===== config.mk =====
export PLATFORM = sky130hd
export DESIGN_NAME = ram_pec_banked_arb
export DESIGN_NICKNAME = d
export VERILOG_FILES = /design/src/rtl/ram_pec_pkg.sv /design/src/rtl/ram_pec_bank_sp.sv /design/src/rtl/ram_pec_banked_arb.sv
export SDC_FILE = /design/constraint.sdc
export NUM_CORES = 2
export LEC_CHECK = 0
export CAP_MARGIN = 10
export CORE_MARGIN = 5
export CORE_UTILIZATION = 34
export CTS_CLUSTER_SIZE = 28
export DETAILED_ROUTE_END_ITERATION = 6
export DONT_BUFFER_PORTS = 1
export PLACE_DENSITY = 0.5
export SLEW_MARGIN = 30
export SYNTH_ARGS = -nofsm -noshare
export SYNTH_HDL_FRONTEND = slang
export SYNTH_SLANG_ARGS = --single-unit
export TNS_END_PERCENT = 5

===== constraint.sdc =====
create_clock -name clk -period 4.55 [get_ports clk]
set_input_delay 0.455 -clock clk [delete_from_list [all_inputs] [get_ports clk]]
set_output_delay 0.455 -clock clk [all_outputs]
set_load 0.1 [all_outputs]

===== src/rtl/ram_pec_pkg.sv =====
`default_nettype none
// ============================================================================
// Module      : ram_pec_pkg
// Description : Shared definitions for the banked PEC SRAM wrapper: default
//               geometry, the write-pending-buffer entry layout and helpers
//               that split a word address into bank index and bank row.
// Revision    : 1.0 - initial release
// ============================================================================
package ram_pec_pkg;

    localparam int c_SRAM_WIDTH_DEF     = 28;
    localparam int c_SRAM_DEPTH_BIT_DEF = 6;
    localparam int c_BANK_BIT_DEF       = 1;

    // Write-pending-buffer entry at the default geometry.
    typedef struct packed {
        logic                            valid;
        logic [c_SRAM_DEPTH_BIT_DEF-1:0] addr;
        logic [c_SRAM_WIDTH_DEF-1:0]     data;
    } wpb_entry_t;

    // Banks are interleaved on the low address bits.
    function automatic logic [31:0] bank_of(input logic [31:0] addr, input int bank_bit);
        return addr & ((32'd1 << bank_bit) - 32'd1);
    endfunction

    // Row inside a bank: the address with the bank-select bits stripped.
    function automatic logic [31:0] row_of(input logic [31:0] addr, input int bank_bit);
        return addr >> bank_bit;
    endfunction

endpackage
`default_nettype wire


===== src/rtl/ram_pec_bank_sp.sv =====
`default_nettype none
// ============================================================================
// Module      : ram_pec_bank_sp
// Description : One single-port synchronous SRAM bank. A behavioural array is
//               used unless PEC_SRAM_MACRO selects the hard macro.
//               Pins (macro naming):
//                 CK  - clock
//                 CSB - chip select, active low
//                 WEB - write enable, active low (1 = read)
//                 A   - row address
//                 DI  - write data
//                 DO  - read data, valid the cycle after a read, held otherwise
// Revision    : 1.0 - initial release
// ============================================================================
module ram_pec_bank_sp
    import ram_pec_pkg::*;
#(
    parameter int ADDR_W = c_SRAM_DEPTH_BIT_DEF - c_BANK_BIT_DEF,
    parameter int DATA_W = c_SRAM_WIDTH_DEF
) (
    input  logic              CK,
    input  logic              CSB,
    input  logic              WEB,
    input  logic [ADDR_W-1:0] A,
    input  logic [DATA_W-1:0] DI,
    output logic [DATA_W-1:0] DO
);

`ifdef PEC_SRAM_MACRO
    SRAM_SP_MACRO #(
        .ADDR_W (ADDR_W),
        .DATA_W (DATA_W)
    ) u_macro (
        .CK  (CK),
        .CSB (CSB),
        .WEB (WEB),
        .A   (A),
        .DI  (DI),
        .DO  (DO)
    );
`else
    // Behavioural bank (SYNTH_MINI and simulation builds). Contents are not
    // reset; DO keeps the last read word like the macro's output latch.
    logic [DATA_W-1:0] r_mem [2**ADDR_W];
    logic [DATA_W-1:0] r_do;

    always_ff @(posedge CK) begin
        if (!CSB) begin
            if (!WEB) begin
                r_mem[A] <= DI;
            end else begin
                r_do <= r_mem[A];
            end
        end
    end

    assign DO = r_do;
`endif

endmodule
`default_nettype wire


===== src/rtl/ram_pec_banked_arb.sv =====
`default_nettype none
// ============================================================================
// Module      : ram_pec_banked_arb
// Description : Banked single-port PEC SRAM wrapper. Each bank owns a
//               one-entry write-pending buffer (WPB) so reads always win the
//               macro; buffered writes drain on idle cycles and are forwarded
//               to reads of the same address.
//   clk, rst      - clock, asynchronous active-high reset
//   i_rd_en/addr  - read request, always accepted
//   i_wr_en/addr/data - write request, held by the master while o_wr_busy
//   o_wr_busy     - combinational: write not accepted this cycle
//   o_rd_valid    - response for the previous cycle's read
//   o_rd_data     - read data, held until the next o_rd_valid
// Revision    : 1.0 - initial release
// ============================================================================
module ram_pec_banked_arb
    import ram_pec_pkg::*;
#(
    parameter int SRAM_DEPTH_BIT = c_SRAM_DEPTH_BIT_DEF,
    parameter int SRAM_WIDTH     = c_SRAM_WIDTH_DEF,
    parameter int BANK_BIT       = c_BANK_BIT_DEF,
    parameter int NUM_BANK       = 2**BANK_BIT
) (
    input  logic                      clk,
    input  logic                      rst,
    input  logic                      i_rd_en,
    input  logic [SRAM_DEPTH_BIT-1:0] i_rd_addr,
    input  logic                      i_wr_en,
    input  logic [SRAM_DEPTH_BIT-1:0] i_wr_addr,
    input  logic [SRAM_WIDTH-1:0]     i_wr_data,
    output logic                      o_wr_busy,
    output logic                      o_rd_valid,
    output logic [SRAM_WIDTH-1:0]     o_rd_data
);

    // A single bank still needs a one-bit index signal.
    localparam int c_BANK_W = (BANK_BIT == 0) ? 1 : BANK_BIT;
    localparam int c_ROW_W  = SRAM_DEPTH_BIT - BANK_BIT;

    logic [c_BANK_W-1:0] w_rd_bank;
    logic [c_BANK_W-1:0] w_wr_bank;
    logic [c_ROW_W-1:0]  w_rd_row;
    logic [c_ROW_W-1:0]  w_wr_row;

    assign w_rd_bank = c_BANK_W'(bank_of(32'(i_rd_addr), BANK_BIT));
    assign w_wr_bank = c_BANK_W'(bank_of(32'(i_wr_addr), BANK_BIT));
    assign w_rd_row  = c_ROW_W'(row_of(32'(i_rd_addr), BANK_BIT));
    assign w_wr_row  = c_ROW_W'(row_of(32'(i_wr_addr), BANK_BIT));

    // Per-bank views exported from the generate loop.
    logic                      w_busy      [NUM_BANK];
    logic                      w_wpb_valid [NUM_BANK];
    logic [SRAM_DEPTH_BIT-1:0] w_wpb_addr  [NUM_BANK];
    logic [SRAM_WIDTH-1:0]     w_wpb_data  [NUM_BANK];
    logic [SRAM_WIDTH-1:0]     w_do        [NUM_BANK];

    generate
        for (genvar b = 0; b < NUM_BANK; b++) begin : g_bank
            logic                      r_valid;
            logic [SRAM_DEPTH_BIT-1:0] r_addr;
            logic [SRAM_WIDTH-1:0]     r_data;

            logic                      w_rd_hit;
            logic                      w_wr_hit;
            logic                      w_same;
            logic                      w_cap;
            logic                      w_drain;
            logic                      w_busy_b;
            logic                      w_csb;
            logic                      w_web;
            logic [c_ROW_W-1:0]        w_a;
            logic [c_ROW_W-1:0]        w_wpb_row;
            logic [SRAM_WIDTH-1:0]     w_di;
            logic [SRAM_WIDTH-1:0]     w_do_b;

            assign w_rd_hit  = i_rd_en && (w_rd_bank == c_BANK_W'(b));
            assign w_wr_hit  = i_wr_en && (w_wr_bank == c_BANK_W'(b));
            assign w_same    = r_valid && (r_addr == i_wr_addr);
            assign w_wpb_row = c_ROW_W'(row_of(32'(r_addr), BANK_BIT));

            always_comb begin
                w_cap    = 1'b0;
                w_drain  = 1'b0;
                w_busy_b = 1'b0;
                w_csb    = 1'b1;
                w_web    = 1'b1;
                w_a      = w_rd_row;
                w_di     = r_data;
                if (w_rd_hit) begin
                    // Read owns the macro; a write may only land in the WPB.
                    w_csb = 1'b0;
                    if (w_wr_hit) begin
                        if (!r_valid || w_same) begin
                            w_cap = 1'b1;
                        end else begin
                            w_busy_b = 1'b1;
                        end
                    end
                end else if (r_valid && w_wr_hit) begin
                    // Same address coalesces with the macro idle; otherwise
                    // retire the old entry and buffer the new one.
                    w_cap = 1'b1;
                    if (!w_same) begin
                        w_csb = 1'b0;
                        w_web = 1'b0;
                        w_a   = w_wpb_row;
                    end
                end else if (r_valid) begin
                    w_drain = 1'b1;
                    w_csb   = 1'b0;
                    w_web   = 1'b0;
                    w_a     = w_wpb_row;
                end else if (w_wr_hit) begin
                    w_csb = 1'b0;
                    w_web = 1'b0;
                    w_a   = w_wr_row;
                    w_di  = i_wr_data;
                end
            end

            always_ff @(posedge clk or posedge rst) begin
                if (rst) begin
                    r_valid <= 1'b0;
                    r_addr  <= '0;
                    r_data  <= '0;
                end else if (w_cap) begin
                    r_valid <= 1'b1;
                    r_addr  <= i_wr_addr;
                    r_data  <= i_wr_data;
                end else if (w_drain) begin
                    r_valid <= 1'b0;
                end
            end

            ram_pec_bank_sp #(
                .ADDR_W (c_ROW_W),
                .DATA_W (SRAM_WIDTH)
            ) u_bank (
                .CK  (clk),
                .CSB (w_csb),
                .WEB (w_web),
                .A   (w_a),
                .DI  (w_di),
                .DO  (w_do_b)
            );

            assign w_busy[b]      = w_busy_b;
            assign w_wpb_valid[b] = r_valid;
            assign w_wpb_addr[b]  = r_addr;
            assign w_wpb_data[b]  = r_data;
            assign w_do[b]        = w_do_b;
        end
    endgenerate

    always_comb begin
        o_wr_busy = 1'b0;
        for (int k = 0; k < NUM_BANK; k++) begin
            o_wr_busy = o_wr_busy | w_busy[k];
        end
    end

    // Forwarding uses the WPB contents before this cycle's write, which gives
    // read-before-write ordering for a same-cycle read and write.
    logic w_fwd_now;
    assign w_fwd_now = w_wpb_valid[w_rd_bank] && (w_wpb_addr[w_rd_bank] == i_rd_addr);

    logic                  r_rd_valid;
    logic [c_BANK_W-1:0]   r_rd_bank;
    logic                  r_fwd;
    logic [SRAM_WIDTH-1:0] r_fwd_data;
    logic [SRAM_WIDTH-1:0] r_hold;
    logic [SRAM_WIDTH-1:0] w_resp;

    assign w_resp = r_fwd ? r_fwd_data : w_do[r_rd_bank];

    always_ff @(posedge clk or posedge rst) begin
        if (rst) begin
            r_rd_valid <= 1'b0;
            r_rd_bank  <= '0;
            r_fwd      <= 1'b0;
            r_fwd_data <= '0;
            r_hold     <= '0;
        end else begin
            r_rd_valid <= i_rd_en;
            if (i_rd_en) begin
                r_rd_bank <= w_rd_bank;
                r_fwd     <= w_fwd_now;
                if (w_fwd_now) begin
                    r_fwd_data <= w_wpb_data[w_rd_bank];
                end
            end
            if (r_rd_valid) begin
                r_hold <= w_resp;
            end
        end
    end

    assign o_rd_valid = r_rd_valid;
    assign o_rd_data  = r_rd_valid ? w_resp : r_hold;

endmodule
`default_nettype wire


==> results.toml <==
[clocking]
post_cts_buffers = 0
cts_tree = "built"
cts_buffers = 201
cts-htree-levels = 4
clkTransAtPathRegs_ns = 0.06
root_buffer = "clkbuf_16"
cts_buffer_depth = 3
clock_latency_ns = 0.83
clock-sinks = 1977

[critical_path]
worst-endpoint-arrival_ns = 4.88
r2r-end = "g_bank[1].u_bank.DO[11]"
crit_family = "buffers and inverters"
path_buf_inv = 4
crit_required_ns = 5.22
critical_path_class = "in -> reg"
reg2reg_slack_ns = 0.41
cp_max_fo = 13
start_kind = "input pin"
cp_cell_sequence = "dlygate4sd3_1 -> nand2_1 -> inv_2 -> o21ai_0 -> a31oi_1 -> o311a_1 -> nand4_2 -> buf_12 -> o22ai_1 -> nor4_1 -> buf_4 -> nand4_1"
end_kind = "flip-flop"
slowest_stage = "dlygate4sd3_1"
cpPeakStageDelay_ns = 0.90
reg2reg_depth = 11
crit_cells = 12
r2r_start = "g_bank[1].r_addr[4]"

[sta]
hold_viol = 0
period_share = 0.925
fin_skew_ns = 0.0339
grt_setup_unrepaired = "no"
worstMarginPinSlew_ns = 1.00
hold_ws_ns = 0.0936
slew_violations = 0
finalSetupViolations = 0
relSlewSlack = 0.326
max_freq_mhz = 238
period_minus_slack_ns = 4.21

[drt]
wirelength_microns = 255000
drt_iter0_markers = 5570
num_vias = 48900
drc = 0
viasPerCell = 5.59
ant_nets = 0
wl_per_cell_microns = 29.2
firstDrtPassIters = 6

[die]
die_area_sq_um = 242000
die_x_microns = 492
core-area_sq_um = 232000
rows = 177
initial_core_util = 0.341
die_y_microns = 492
io_pins = 74

[placement]
io_buffers = 0
hpwl_microns = 147000
gp_congestion = 0.813

[final_layout]
final_nets = 5544
layout-drive-gt1-share = 0.166
nFillCells = 21500
synthToLayoutAreaGrowth_pct = 15.7

[logic_synthesis]
synth-edff-count = 1848
synth_top_area_cell = "edfxtp_1"
syn_area_per_cell_sq_um = 14.8
synthCells = 5343
yosysUniqueCellTypes = 66
synth-seq-cells = 1977
synthFlopType = "edfxtp_1"
async_flop_share = 0.0653
syn_nets = 5387
yosysWarnings = 0
yosys-top-cells-area = "edfxtp_1 70%, dfrtp_1 4.1%, mux2i_1 3.7%, mux2_2 3.6%, nand2_1 3.0%"
seq_area_frac_synth = 0.742
synth_area_sq_um = 79100
synth.top_cell.area_share = 0.701

[grt]
grt.overflow.total = 0
grt_first_pass_wirelength_microns = 362000
grt_pass1_vias = 47400
antenna_found_initial = 27
grt_max_degree = 182
grt.total_usage = 0.205

[outcome]
outcome = "complete, no violations"

[run]
cap_violations = 0

[power]
power_mw = 43.0
p_leak_nw = 30.4
ir_drop_uv = 423
powerDensity_nw_per_um2 = 470

[hold_path]
hold_class = "in -> reg"
hp-start = "i_wr_en"
worstHoldEndpoint = "g_bank[1].r_valid"
min_path_cells = 3
-- worst max path at each step --
stage	start	end
finish	i_rd_en	g_bank[1].u_bank.DO[13]
global route	g_bank[1].r_addr[5]	g_bank[1].u_bank.DO[11]
CTS	g_bank[1].r_addr[5]	g_bank[1].u_bank.DO[11]
detailed placement	g_bank[1].r_addr[5]	g_bank[1].u_bank.DO[11]
global placement	g_bank[1].r_addr[5]	g_bank[1].u_bank.DO[11]
floorplan	i_rd_addr[0]	g_bank[1].u_bank.r_mem[13][0]
-- metal layers --
| metal | part of all wire | global-route usage | up-vias | wire length, microns |
|---|---|---|---|---|
| met5 | 0 | 0 | - | 0 |
| met1 | 0.44 | 0.297 | 25700 | 113000 |
| li1 | - | - | 21100 | - |
| met2 | 0.46 | 0.321 | 1811 | 118000 |
| met3 | 0.069 | 0.0324 | 323 | 17600 |
| met4 | 0.026 | 0.0541 | 0 | 6660 |
-- cells in the final DEF (no fill, tap or decap), types with 8 or more instances in the layout --
cell type / Yosys / final
nor3_2: 0 / 17
xnor2_1: 9 / 9
dlygate4sd3_1: 0 / 38
xor2_1: 8 / 8
buf_4: 18 / 225
nand3_1: 343 / 342
clkbuf_16: 0 / 209
nor4_1: 61 / 59
nor2_1: 66 / 16
inv_1: 12 / 10
nand4_2: 13 / 13
nand2_1: 642 / 641
clkbuf_1: 222 / 42
buf_12: 0 / 51
diode_2: 0 / 26
a21o_1: 12 / 12
mux2i_1: 294 / 292
dfrtp_1: 129 / 126
o21ai_0: 400 / 399
clkinv_2: 0 / 32
a2111oi_0: 105 / 103
edfxtp_1: 1848 / 1848
and3_1: 8 / 8
nand4_1: 64 / 64
mux2_2: 254 / 253
o22ai_1: 112 / 112
bufinv_16: 0 / 14
nand4_4: 9 / 9
a22oi_1: 56 / 56
clkinv_1: 0 / 59
a21oi_1: 433 / 433
nor2_4: 0 / 50
-- flip-flops by register name, indices dropped and copies added, names as in the netlist --
signal	cells
o_rd_valid	1
r_fwd	1
g_bank.u_bank.r_mem	1792
r_fwd_data	28
g_bank.r_addr	12
r_rd_bank	1
g_bank.r_valid	2
g_bank.u_bank.DO	56
r_hold	28
g_bank.r_data	56
-- logic make-up (layout without fill, tap and decap cells) --
group | after synthesis | count (layout) | share of synthesized area
buffers and inverters | 375 | 704 | 0.0205
and+or+nand+nor | 1251 | 1251 | 0.0752
other | 0 | 26 | 0
DFF | 1977 | 1977 | 0.742
muxes | 551 | 551 | 0.0738
xor gates and xnor gates | 17 | 17 | 0.00188
AOI/OAI and AO/OA | 1172 | 1172 | 0.0865
-- worst reg2reg max path, stage by stage, from the launching register on --
cell and delay, ns:
dfrtp_1 0.47, xnor2_1 0.33, and4bb_2 0.28, a21oi_1 0.11, nor2_4 0.26, buf_12 0.36
buf_4 0.76, mux2i_1 0.26, o22ai_1 0.12, nor4_1 0.60, buf_4 0.21, nand4_1 0.09
-- synth_stat cells (66+ instances only) --
master / n
a21oi_1: 433
nand2_1: 642
dfrtp_1: 129
nor2_1: 66
clkbuf_1: 222
mux2i_1: 294
edfxtp_1: 1848
o21ai_0: 400
mux2_2: 254
buf_2: 85
a2111oi_0: 105
o22ai_1: 112
nand3_1: 343
-- metrics by stage --
stage	cell area, sq um	utilization	std cells	setup slack, ns	TNS [ns]
global route	91500	0.394	8733	0.150	0
finish	91500	0.394	8741	0.341	0
global placement	84600	0.365	8300	0.259	0
CTS	91400	0.394	8714	0.231	0
floorplan	79100	-	5343	-0.577	-235.09
detailed placement	84600	0.365	8300	0.281	0
-- final cells by class --
class                           count  area, sq um  area share
Tap cell                         3043         3810      0.0416
Multi-Input combinational cell   2991        19300       0.211
Antenna cell                       26         65.1    0.000711
Timing Repair Buffer              316         3150      0.0344
Inverter                           13         53.8    0.000588
Clock buffer                      255         5440      0.0595
Clock inverter                    120          940      0.0103
Sequential cell                  1977        58700       0.642
-- what timing repair did --
item | in CTS | in global routing
endpoints found under the setup margin | 0 | 1
endpoints found under the hold margin | 153 | 0
hold buffers | 39 | 0
gates resized for setup | 0 | 1
-- report_power, final --
part / switching, mW / total (mW) / internal [mW]
Combinational: 3.80 / 5.11 / 1.31
Sequential: 0.278 / 21.7 / 21.4
Clock: 7.01 / 16.2 / 9.21
Power figures use the tool's default switching activity.
